## src/rtl/wb_pkg.sv

```systemverilog
// wb_pkg: constants and types shared by the writeback/commit stage slice
package wb_pkg;
    localparam int WB_XLEN  = 32;
    localparam int WB_RA_W  = 5;
    localparam int WB_TI_W  = 4;
    localparam int WB_CSR_W = 14;
    localparam logic [5:0] ECODE_INT  = 6'h00;
    localparam logic [5:0] ECODE_PIL  = 6'h01;
    localparam logic [5:0] ECODE_PIS  = 6'h02;
    localparam logic [5:0] ECODE_PIF  = 6'h03;
    localparam logic [5:0] ECODE_PME  = 6'h04;
    localparam logic [5:0] ECODE_PPI  = 6'h07;
    localparam logic [5:0] ECODE_ADE  = 6'h08;
    localparam logic [5:0] ECODE_ALE  = 6'h09;
    localparam logic [5:0] ECODE_SYS  = 6'h0b;
    localparam logic [5:0] ECODE_BRK  = 6'h0c;
    localparam logic [5:0] ECODE_INE  = 6'h0d;
    localparam logic [5:0] ECODE_IPE  = 6'h0e;
    localparam logic [5:0] ECODE_TLBR = 6'h3f;
    localparam logic [3:0] TLBOP_SRCH = 4'b0001;
    localparam logic [3:0] TLBOP_RD   = 4'b0010;
    localparam logic [3:0] TLBOP_WR   = 4'b0100;
    localparam logic [3:0] TLBOP_FILL = 4'b1000;
    localparam logic [13:0] CSR_CRMD      = 14'h000;
    localparam logic [13:0] CSR_PRMD      = 14'h001;
    localparam logic [13:0] CSR_EUEN      = 14'h002;
    localparam logic [13:0] CSR_ECFG      = 14'h004;
    localparam logic [13:0] CSR_ESTAT     = 14'h005;
    localparam logic [13:0] CSR_ERA       = 14'h006;
    localparam logic [13:0] CSR_BADV      = 14'h007;
    localparam logic [13:0] CSR_EENTRY    = 14'h00c;
    localparam logic [13:0] CSR_TLBIDX    = 14'h010;
    localparam logic [13:0] CSR_TLBEHI    = 14'h011;
    localparam logic [13:0] CSR_TLBELO0   = 14'h012;
    localparam logic [13:0] CSR_TLBELO1   = 14'h013;
    localparam logic [13:0] CSR_ASID      = 14'h018;
    localparam logic [13:0] CSR_SAVE0     = 14'h030;
    localparam logic [13:0] CSR_TID       = 14'h040;
    localparam logic [13:0] CSR_TCFG      = 14'h041;
    localparam logic [13:0] CSR_TVAL      = 14'h042;
    localparam logic [13:0] CSR_TICLR     = 14'h044;
    localparam logic [13:0] CSR_TLBRENTRY = 14'h088;
    localparam logic [13:0] CSR_DMW0      = 14'h180;
    localparam logic [13:0] CSR_DMW1      = 14'h181;
    typedef enum logic [1:0] {IDLE, REQ, WAIT} tlb_state_t;
    // tlbrd/tlbwr/tlbfill change translation state, so younger fetches must be redone
    function automatic logic is_refetch_op(input logic [3:0] op);
        return |(op & (TLBOP_RD | TLBOP_WR | TLBOP_FILL));
    endfunction
endpackage

```

## src/rtl/wb_commit_stage_if.sv

```systemverilog
// wb_commit_stage_if: MEM->WB instruction bus with allowin handshake
interface wb_commit_stage_if #(
    parameter int XLEN  = wb_pkg::WB_XLEN,
    parameter int RA_W  = wb_pkg::WB_RA_W,
    parameter int TI_W  = wb_pkg::WB_TI_W,
    parameter int CSR_W = wb_pkg::WB_CSR_W
);
    logic             in_valid;
    logic             in_ready;
    logic [XLEN-1:0]  in_pc;
    logic             in_gr_we;
    logic [RA_W-1:0]  in_dest;
    logic [XLEN-1:0]  in_result;
    logic             in_csr_re;
    logic             in_csr_we;
    logic [CSR_W-1:0] in_csr_num;
    logic [XLEN-1:0]  in_csr_wmask;
    logic [XLEN-1:0]  in_csr_wvalue;
    logic             in_ex;
    logic [5:0]       in_ecode;
    logic [8:0]       in_esubcode;
    logic [XLEN-1:0]  in_badv;
    logic             in_ertn;
    logic             in_refetch;
    logic [3:0]       in_tlb_op;
    logic             in_srch_hit;
    logic [TI_W-1:0]  in_srch_idx;
    modport master (
        output in_valid, in_pc, in_gr_we, in_dest, in_result, in_csr_re, in_csr_we,
               in_csr_num, in_csr_wmask, in_csr_wvalue, in_ex, in_ecode, in_esubcode,
               in_badv, in_ertn, in_refetch, in_tlb_op, in_srch_hit, in_srch_idx,
        input  in_ready
    );
    modport slave (
        input  in_valid, in_pc, in_gr_we, in_dest, in_result, in_csr_re, in_csr_we,
               in_csr_num, in_csr_wmask, in_csr_wvalue, in_ex, in_ecode, in_esubcode,
               in_badv, in_ertn, in_refetch, in_tlb_op, in_srch_hit, in_srch_idx,
        output in_ready
    );
endinterface

```

## src/rtl/wb_tlb_seq.sv

```systemverilog
// wb_tlb_seq: steps a TLB op through request/done and qualifies when the stage may commit
module wb_tlb_seq import wb_pkg::*; (
    input  logic clk,
    input  logic reset,
    input  logic valid,
    input  logic tlb_any,
    input  logic ex,
    input  logic tlb_done,
    output logic tlb_req,
    output logic go
);
    tlb_state_t state, state_nx;
    always_ff @(posedge clk) begin
        state <= reset ? IDLE : state_nx;
    end
    always_comb begin
        state_nx = state == IDLE ? ((valid && tlb_any && !ex) ? REQ : IDLE)
                 : state == REQ  ? WAIT
                 : tlb_done      ? IDLE : WAIT;
        tlb_req  = state == REQ;
        go       = ex | (state == IDLE && !tlb_any) | (state == WAIT && tlb_done);
    end
endmodule

```

## src/rtl/wb_commit_stage.sv

```systemverilog
// wb_commit_stage: last pipeline stage; retires one instruction, writes the GPR file,
// drives CSR access, exception/ertn commit, flush and multi-cycle TLB operations
module wb_commit_stage import wb_pkg::*; #(
    parameter  int XLEN   = WB_XLEN,
    parameter  int NREG   = 32,
    parameter  int TLBNUM = 16,
    parameter  int CSR_W  = WB_CSR_W,
    localparam int RA_W   = $clog2(NREG),
    localparam int TI_W   = $clog2(TLBNUM)
) (
    input  logic              clk,
    input  logic              reset,
    wb_commit_stage_if.slave  bus,
    output logic              csr_re,
    output logic              csr_we,
    output logic [CSR_W-1:0]  csr_num,
    output logic [XLEN-1:0]   csr_wmask,
    output logic [XLEN-1:0]   csr_wvalue,
    input  logic [XLEN-1:0]   csr_rvalue,
    output logic              tlb_req,
    output logic [3:0]        tlb_op,
    output logic              tlb_srch_hit,
    output logic [TI_W-1:0]   tlb_srch_idx,
    input  logic              tlb_done,
    output logic              ex_commit,
    output logic              ertn_commit,
    output logic [XLEN-1:0]   ex_pc,
    output logic [5:0]        ex_ecode,
    output logic [8:0]        ex_esubcode,
    output logic [XLEN-1:0]   ex_badv,
    output logic              flush,
    output logic [XLEN-1:0]   refetch_pc,
    output logic              rf_we,
    output logic [RA_W-1:0]   rf_waddr,
    output logic [XLEN-1:0]   rf_wdata,
    output logic [63:0]       retire_cnt,
    output logic [XLEN-1:0]   debug_wb_pc,
    output logic [XLEN/8-1:0] debug_wb_rf_we,
    output logic [RA_W-1:0]   debug_wb_rf_wnum,
    output logic [XLEN-1:0]   debug_wb_rf_wdata
);
    logic            valid, gr_we, csr_re_r, csr_we_r, ex, ertn, refetch;
    logic [XLEN-1:0] result;
    logic            go, commit, load, tlb_any;
    assign tlb_any      = |tlb_op;
    assign commit       = valid & go;
    assign load         = bus.in_valid & bus.in_ready;
    assign bus.in_ready = ~valid | commit;
    always_ff @(posedge clk) begin
        if (reset) begin
            valid      <= 1'b0;
            retire_cnt <= '0;
        end else begin
            valid      <= bus.in_ready ? bus.in_valid & ~flush : valid;
            retire_cnt <= retire_cnt + 64'(commit & ~ex);
        end
        if (load) begin
            ex_pc        <= bus.in_pc;
            gr_we        <= bus.in_gr_we;
            rf_waddr     <= bus.in_dest;
            result       <= bus.in_result;
            csr_re_r     <= bus.in_csr_re;
            csr_we_r     <= bus.in_csr_we;
            csr_num      <= bus.in_csr_num;
            csr_wmask    <= bus.in_csr_wmask;
            csr_wvalue   <= bus.in_csr_wvalue;
            ex           <= bus.in_ex;
            ex_ecode     <= bus.in_ecode;
            ex_esubcode  <= bus.in_esubcode;
            ex_badv      <= bus.in_badv;
            ertn         <= bus.in_ertn;
            refetch      <= bus.in_refetch;
            tlb_op       <= bus.in_tlb_op;
            tlb_srch_hit <= bus.in_srch_hit;
            tlb_srch_idx <= bus.in_srch_idx;
        end
    end
    wb_tlb_seq u_seq (
        .clk      (clk),
        .reset    (reset),
        .valid    (valid),
        .tlb_any  (tlb_any),
        .ex       (ex),
        .tlb_done (tlb_done),
        .tlb_req  (tlb_req),
        .go       (go)
    );
    // an exception suppresses every architectural side effect of its instruction
    assign csr_re            = valid & csr_re_r;
    assign csr_we            = commit & csr_we_r & ~ex;
    assign ex_commit         = commit & ex;
    assign ertn_commit       = commit & ertn & ~ex;
    assign flush             = commit & (ex | ertn | refetch | is_refetch_op(tlb_op));
    assign refetch_pc        = ex_pc + XLEN'(4);
    assign rf_we             = commit & gr_we & ~ex;
    assign rf_wdata          = csr_re ? csr_rvalue : result;
    assign debug_wb_pc       = ex_pc;
    assign debug_wb_rf_we    = {(XLEN/8){rf_we}};
    assign debug_wb_rf_wnum  = rf_waddr;
    assign debug_wb_rf_wdata = rf_wdata;
endmodule

```

## src/flat_wrapper.sv

```systemverilog
// flat-port wrapper written by rule: the top's interface ports become plain ports
module wb_commit_stage_flat import wb_pkg::*;
#(
    parameter  int XLEN   = WB_XLEN,
    parameter  int NREG   = 32,
    parameter  int TLBNUM = 16,
    parameter  int CSR_W  = WB_CSR_W,
    localparam int RA_W   = $clog2(NREG),
    localparam int TI_W   = $clog2(TLBNUM)
)
  (clk, reset, csr_re, csr_we, csr_num, csr_wmask, csr_wvalue, csr_rvalue, tlb_req, tlb_op, tlb_srch_hit, tlb_srch_idx, tlb_done, ex_commit, ertn_commit, ex_pc, ex_ecode, ex_esubcode, ex_badv, flush, refetch_pc, rf_we, rf_waddr, rf_wdata, retire_cnt, debug_wb_pc, debug_wb_rf_we, debug_wb_rf_wnum, debug_wb_rf_wdata, bus_in_valid, bus_in_pc, bus_in_gr_we, bus_in_dest, bus_in_result, bus_in_csr_re, bus_in_csr_we, bus_in_csr_num, bus_in_csr_wmask, bus_in_csr_wvalue, bus_in_ex, bus_in_ecode, bus_in_esubcode, bus_in_badv, bus_in_ertn, bus_in_refetch, bus_in_tlb_op, bus_in_srch_hit, bus_in_srch_idx, bus_in_ready);
  wb_commit_stage_if #(.XLEN(XLEN), .CSR_W(CSR_W)) bus_i ();
  input  logic clk;
  input  logic reset;
  output logic csr_re;
  output logic csr_we;
  output logic [CSR_W-1:0] csr_num;
  output logic [XLEN-1:0] csr_wmask;
  output logic [XLEN-1:0] csr_wvalue;
  input  logic [XLEN-1:0] csr_rvalue;
  output logic tlb_req;
  output logic [3:0] tlb_op;
  output logic tlb_srch_hit;
  output logic [TI_W-1:0] tlb_srch_idx;
  input  logic tlb_done;
  output logic ex_commit;
  output logic ertn_commit;
  output logic [XLEN-1:0] ex_pc;
  output logic [5:0] ex_ecode;
  output logic [8:0] ex_esubcode;
  output logic [XLEN-1:0] ex_badv;
  output logic flush;
  output logic [XLEN-1:0] refetch_pc;
  output logic rf_we;
  output logic [RA_W-1:0] rf_waddr;
  output logic [XLEN-1:0] rf_wdata;
  output logic [63:0] retire_cnt;
  output logic [XLEN-1:0] debug_wb_pc;
  output logic [XLEN/8-1:0] debug_wb_rf_we;
  output logic [RA_W-1:0] debug_wb_rf_wnum;
  output logic [XLEN-1:0] debug_wb_rf_wdata;
  input wire logic [$bits(bus_i.in_valid)-1:0] bus_in_valid;
  input wire logic [$bits(bus_i.in_pc)-1:0] bus_in_pc;
  input wire logic [$bits(bus_i.in_gr_we)-1:0] bus_in_gr_we;
  input wire logic [$bits(bus_i.in_dest)-1:0] bus_in_dest;
  input wire logic [$bits(bus_i.in_result)-1:0] bus_in_result;
  input wire logic [$bits(bus_i.in_csr_re)-1:0] bus_in_csr_re;
  input wire logic [$bits(bus_i.in_csr_we)-1:0] bus_in_csr_we;
  input wire logic [$bits(bus_i.in_csr_num)-1:0] bus_in_csr_num;
  input wire logic [$bits(bus_i.in_csr_wmask)-1:0] bus_in_csr_wmask;
  input wire logic [$bits(bus_i.in_csr_wvalue)-1:0] bus_in_csr_wvalue;
  input wire logic [$bits(bus_i.in_ex)-1:0] bus_in_ex;
  input wire logic [$bits(bus_i.in_ecode)-1:0] bus_in_ecode;
  input wire logic [$bits(bus_i.in_esubcode)-1:0] bus_in_esubcode;
  input wire logic [$bits(bus_i.in_badv)-1:0] bus_in_badv;
  input wire logic [$bits(bus_i.in_ertn)-1:0] bus_in_ertn;
  input wire logic [$bits(bus_i.in_refetch)-1:0] bus_in_refetch;
  input wire logic [$bits(bus_i.in_tlb_op)-1:0] bus_in_tlb_op;
  input wire logic [$bits(bus_i.in_srch_hit)-1:0] bus_in_srch_hit;
  input wire logic [$bits(bus_i.in_srch_idx)-1:0] bus_in_srch_idx;
  output wire logic [$bits(bus_i.in_ready)-1:0] bus_in_ready;
  assign bus_i.in_valid = bus_in_valid;
  assign bus_i.in_pc = bus_in_pc;
  assign bus_i.in_gr_we = bus_in_gr_we;
  assign bus_i.in_dest = bus_in_dest;
  assign bus_i.in_result = bus_in_result;
  assign bus_i.in_csr_re = bus_in_csr_re;
  assign bus_i.in_csr_we = bus_in_csr_we;
  assign bus_i.in_csr_num = bus_in_csr_num;
  assign bus_i.in_csr_wmask = bus_in_csr_wmask;
  assign bus_i.in_csr_wvalue = bus_in_csr_wvalue;
  assign bus_i.in_ex = bus_in_ex;
  assign bus_i.in_ecode = bus_in_ecode;
  assign bus_i.in_esubcode = bus_in_esubcode;
  assign bus_i.in_badv = bus_in_badv;
  assign bus_i.in_ertn = bus_in_ertn;
  assign bus_i.in_refetch = bus_in_refetch;
  assign bus_i.in_tlb_op = bus_in_tlb_op;
  assign bus_i.in_srch_hit = bus_in_srch_hit;
  assign bus_i.in_srch_idx = bus_in_srch_idx;
  assign bus_in_ready = bus_i.in_ready;
  wb_commit_stage #(.XLEN(XLEN), .NREG(NREG), .TLBNUM(TLBNUM), .CSR_W(CSR_W)) u_core (.clk(clk), .reset(reset), .bus(bus_i), .csr_re(csr_re), .csr_we(csr_we), .csr_num(csr_num), .csr_wmask(csr_wmask), .csr_wvalue(csr_wvalue), .csr_rvalue(csr_rvalue), .tlb_req(tlb_req), .tlb_op(tlb_op), .tlb_srch_hit(tlb_srch_hit), .tlb_srch_idx(tlb_srch_idx), .tlb_done(tlb_done), .ex_commit(ex_commit), .ertn_commit(ertn_commit), .ex_pc(ex_pc), .ex_ecode(ex_ecode), .ex_esubcode(ex_esubcode), .ex_badv(ex_badv), .flush(flush), .refetch_pc(refetch_pc), .rf_we(rf_we), .rf_waddr(rf_waddr), .rf_wdata(rf_wdata), .retire_cnt(retire_cnt), .debug_wb_pc(debug_wb_pc), .debug_wb_rf_we(debug_wb_rf_we), .debug_wb_rf_wnum(debug_wb_rf_wnum), .debug_wb_rf_wdata(debug_wb_rf_wdata));
endmodule
```

## config.mk

```make
export PLATFORM = sky130hd
export DESIGN_NAME = wb_commit_stage_flat
export DESIGN_NICKNAME = d
export VERILOG_FILES = /design/src/rtl/wb_pkg.sv /design/src/rtl/wb_commit_stage_if.sv /design/src/rtl/wb_tlb_seq.sv /design/src/rtl/wb_commit_stage.sv /design/src/flat_wrapper.sv
export SDC_FILE = /design/constraint.sdc
export NUM_CORES = 1
export LEC_CHECK = 0
export ABC_CLOCK_PERIOD_IN_PS = 18600
export BUFFER_PORTS_ARGS = -buffer_cell sky130_fd_sc_hd__buf_2
export CORE_AREA = 2 2 246 248
export CTS_CLUSTER_DIAMETER = 60
export DETAILED_ROUTE_END_ITERATION = 16
export DIE_AREA = 0 0 248 250
export HOLD_SLACK_MARGIN = 0.1
export PLACE_DENSITY = 0.37
export SYNTH_ARGS = -nofsm -noshare
export SYNTH_HDL_FRONTEND = slang
export SYNTH_SLANG_ARGS = --single-unit
```

## constraint.sdc

```tcl
create_clock -name clk -period 18.6 [get_ports clk]
set_clock_uncertainty 0.15 [all_clocks]
set_input_delay 1.86 -clock clk [delete_from_list [all_inputs] [get_ports clk]]
set_output_delay 1.86 -clock clk [all_outputs]
set_load 0.02 [all_outputs]
```

==> flow_summary_export.csv <==
group,metric,value,unit
status,status,"finished, final reports clean",
synth,ys_warn_count,0,
synth,seq_area_frac_synth,70.0,%
detailed_routing,antenna_left,0,
detailed_routing,vias,8549,
critical_path,critPathLaunchType,"input pin",
pwr,ir_worst_vdd,73.1,µV
critical_path,critPathKind,"input pin to output pin",
cts,cts_buffers,43,
sta,tns,0,ns
cts,clock_latency,0.55,ns
sta,finalHoldViolCount,0,
global_routing,grt-ovfl-total,0,
cells_and_area,fillers,6282,
critical_path,worst-endpoint-required,16.59,ns
cells_and_area,regArea,0.00762,mm²
synth,ys_types,40,
global_routing,grt_pass1_wl,57600,µm
critical_path,critPathMaxStageDelay,0.74,ns
place,dp_hpwl,32100,µm
cells_and_area,layout.nets,1602,
place,numPortBuffers,624,
sta,rsz0062_at_grt,"false",
detailed_routing,initialDrtViolationCount,407,
cts,clkSlewWorstSetupHoldPaths,0.05,ns
synth,syn_area_per_cell,14.0,µm²
sta,max_freq,179,MHz
cells_and_area,multi_input_area,0.00263,mm²
synth,synth_cells,775,
critical_path,end_kind,"output pin",
die,io_pins,625,
critical_path,slowest_stage,"nor4b_2",
cts,post_cts_buffers,0,
run,drv_cap,0,
global_routing,grt_max_degree,78,
synth,ys.flop_type,"edfxtp_1",
pwr,p_leak,0.00659,µW
die,fp.dieH,250,µm
cts,post_cts_resize_count,0,
cts,cts_root_buf,"clkbuf_16",
cts,hold_buffers,0,
die,die_area,0.0620,mm²
detailed_routing,drc,0,
sta,setup_violations,0,
detailed_routing,vias_per_cell,3.93,
place,routabilityCongestion,0.808,
cts,cts_sinks,276,
critical_path,arrival,3.59,ns
synth,synthArstFlopShare,0,%
synth,synth_edf_count,209,
sta,hold-worst-slack,0.338,ns
synth,synth-seq-cells,276,
cts,cts_max_level,2,
die,initial_core_util,18.3,%
pwr,p_per_area,108,mW/mm²
cells_and_area,area_growth,45.9,%
synth,syn_area,0.0109,mm²
synth,synth_fp_nets,1023,
cts,cts_tree,"yes",
global_routing,grt_pass1_vias,8616,
sta,tightest_slew,1.13,ns
sta,slew_viol_final,0,
critical_path,cpMostUsedCell,"buf_2",
die,core,0.0596,mm²
hold_path,hp-class,"flop to flop",
cells_and_area,layout-drive-gt1-share,53.0,%
sta,slew_headroom,24.1,%
detailed_routing,firstDrtPassIters,4,
die,die_x,248,µm
sta,finalCriticalPeriod,5.60,ns
die,rows,90,
critical_path,path_cells,"buf_2 > mux2i_1 > nor4b_2 > and2_1 > buf_2",
cts,clk_path_buf_depth,3,
place,dp_cells,2091,
global_routing,antenna_found_initial,15,
critical_path,critPathMaxFanout,5,
detailed_routing,detail_route.wl_per_cell,19.1,µm
detailed_routing,drt-total-wl,41700,µm
cells_and_area,instances_no_fill,2176,
sta,timing.final.crit_share,30.1,%
global_routing,grtUsageTotal,12.7,%
==> metal layers <==
metal	vias up	global-route usage, %	routed length, µm	part of all wire, %
met3	79	4.96	4060	9.8
met4	14	4.38	1080	2.6
met1	4032	14.4	15900	38
met2	437	21.7	20600	49
met5	-	0	94	0.23
li1	3987	-	-	-
==> area by class of cell <==
cell class / instances / share of cell area, %
Clock inverter: 25 / 1.67
Multi-Input combinational cell: 403 / 16.6
Clock buffer: 55 / 7.65
Timing Repair Buffer: 627 / 19.8
Sequential cell: 276 / 48.0
Antenna cell: 5 / 0.0788
Inverter: 3 / 0.0709
Tap cell: 782 / 6.16
==> sequential cells by signal, indices dropped and copies added, names as in the netlist, 4 cells and up <==
| name | cells |
|---|---|
| u_core.retire_cnt | 64 |
| u_core.csr_wmask | 32 |
| u_core.csr_wvalue | 32 |
| u_core.debug_wb_pc | 32 |
| u_core.ex_badv | 32 |
| u_core.result | 32 |
| u_core.csr_num | 14 |
| u_core.ex_esubcode | 9 |
| u_core.ex_ecode | 6 |
| u_core.debug_wb_rf_wnum | 5 |
| u_core.tlb_op | 4 |
| u_core.tlb_srch_idx | 4 |
==> cells in the final DEF, fill, tap and decap left out, types with 25 or more instances in the layout <==
master / synthesis / layout
buf_2: 3 / 624
edfxtp_1: 209 / 209
dfxtp_1: 67 / 67
nor2_1: 53 / 53
clkbuf_16: 0 / 46
nand3_1: 41 / 41
xnor2_1: 39 / 39
nand2_1: 39 / 38
mux2_2: 32 / 32
xor2_1: 27 / 27
a21oi_1: 25 / 25
==> stage by stage <==
step	power (µW)	area (µm²)	utilization (%)	setup WS, ns
2_1_floorplan	827	10900	-	10.79
3_3_place_gp	897	14400	24.1	12.83
3_5_place_dp	896	14400	24.1	12.72
4_1_cts	1750	15900	26.6	12.95
5_1_grt	1780	15900	26.6	12.87
6_report	1710	15900	26.6	13.00
==> final timing paths <==
path / slack [ns] / startpoint / endpoint / cells past startpoint
worst min-delay path: 0.34 / u_core.retire_cnt[63]$_SDFF_PP0_ / u_core.retire_cnt[63]$_SDFF_PP0_ / 2
worst min register to register: 0.34 / u_core.retire_cnt[63]$_SDFF_PP0_ / u_core.retire_cnt[63]$_SDFF_PP0_ / 2
worst max-delay path: 13.00 / tlb_done / rf_we / 5
worst max register to register: 13.73 / u_core.tlb_op[0]$_DFFE_PP_ / u_core.retire_cnt[38]$_SDFF_PP0_ / 10
==> synthesized netlist by cell type, types with 2 or more instances <==
cell,number,area [µm²]
nor4b_1,2,17.5
nor4_1,12,75.1
or3_1,19,119
edfxtp_1,209,6280
a21oi_1,25,125
nor3_1,10,50.1
nand3_1,41,205
buf_1,4,15.0
buf_2,3,15.0
ha_1,3,37.5
mux2_2,32,360
inv_1,3,11.3
o31ai_1,7,52.6
nor2b_1,4,25.0
o21ai_0,17,85.1
xnor2_1,39,342
clkbuf_1,11,41.3
buf_4,75,563
xor2_1,27,236
and3_1,13,81.3
and4_1,9,78.8
dfxtp_1,67,1340
nor2_1,53,199
nand2_1,39,146
or4_1,9,67.6
nand4_1,23,144
and2_1,6,37.5
==> logic make-up (layout without fill, tap and decap cells) <==
group                      Yosys count  in the layout  share of synthesized area [%]
adders and majority gates            3              3                          0.345
and+or+nand+nor                    250            250                           12.4
other                                0              5                              0
DFF                                276            276                           70.0
muxes                               33             33                           3.40
AOI/OAI and AO/OA                   51             51                           2.56
xor gates and xnor gates            66             66                           5.31
buffers and inverters               96            710                           5.93
==> where the power goes <==
group          internal (µW)  switching [µW]  leakage [µW]
clock                    523             307      0.000733
combinational           56.2             110       0.00329
sequential               699            15.4       0.00257
==> worst max-delay path, delay by kind of cell <==
family	cells	cell delay [ns]
buffers and inverters	2	0.35
muxes	1	0.09
and+or+nand+nor	2	1.27
Note: power is estimated with default switching activity, not from simulation.
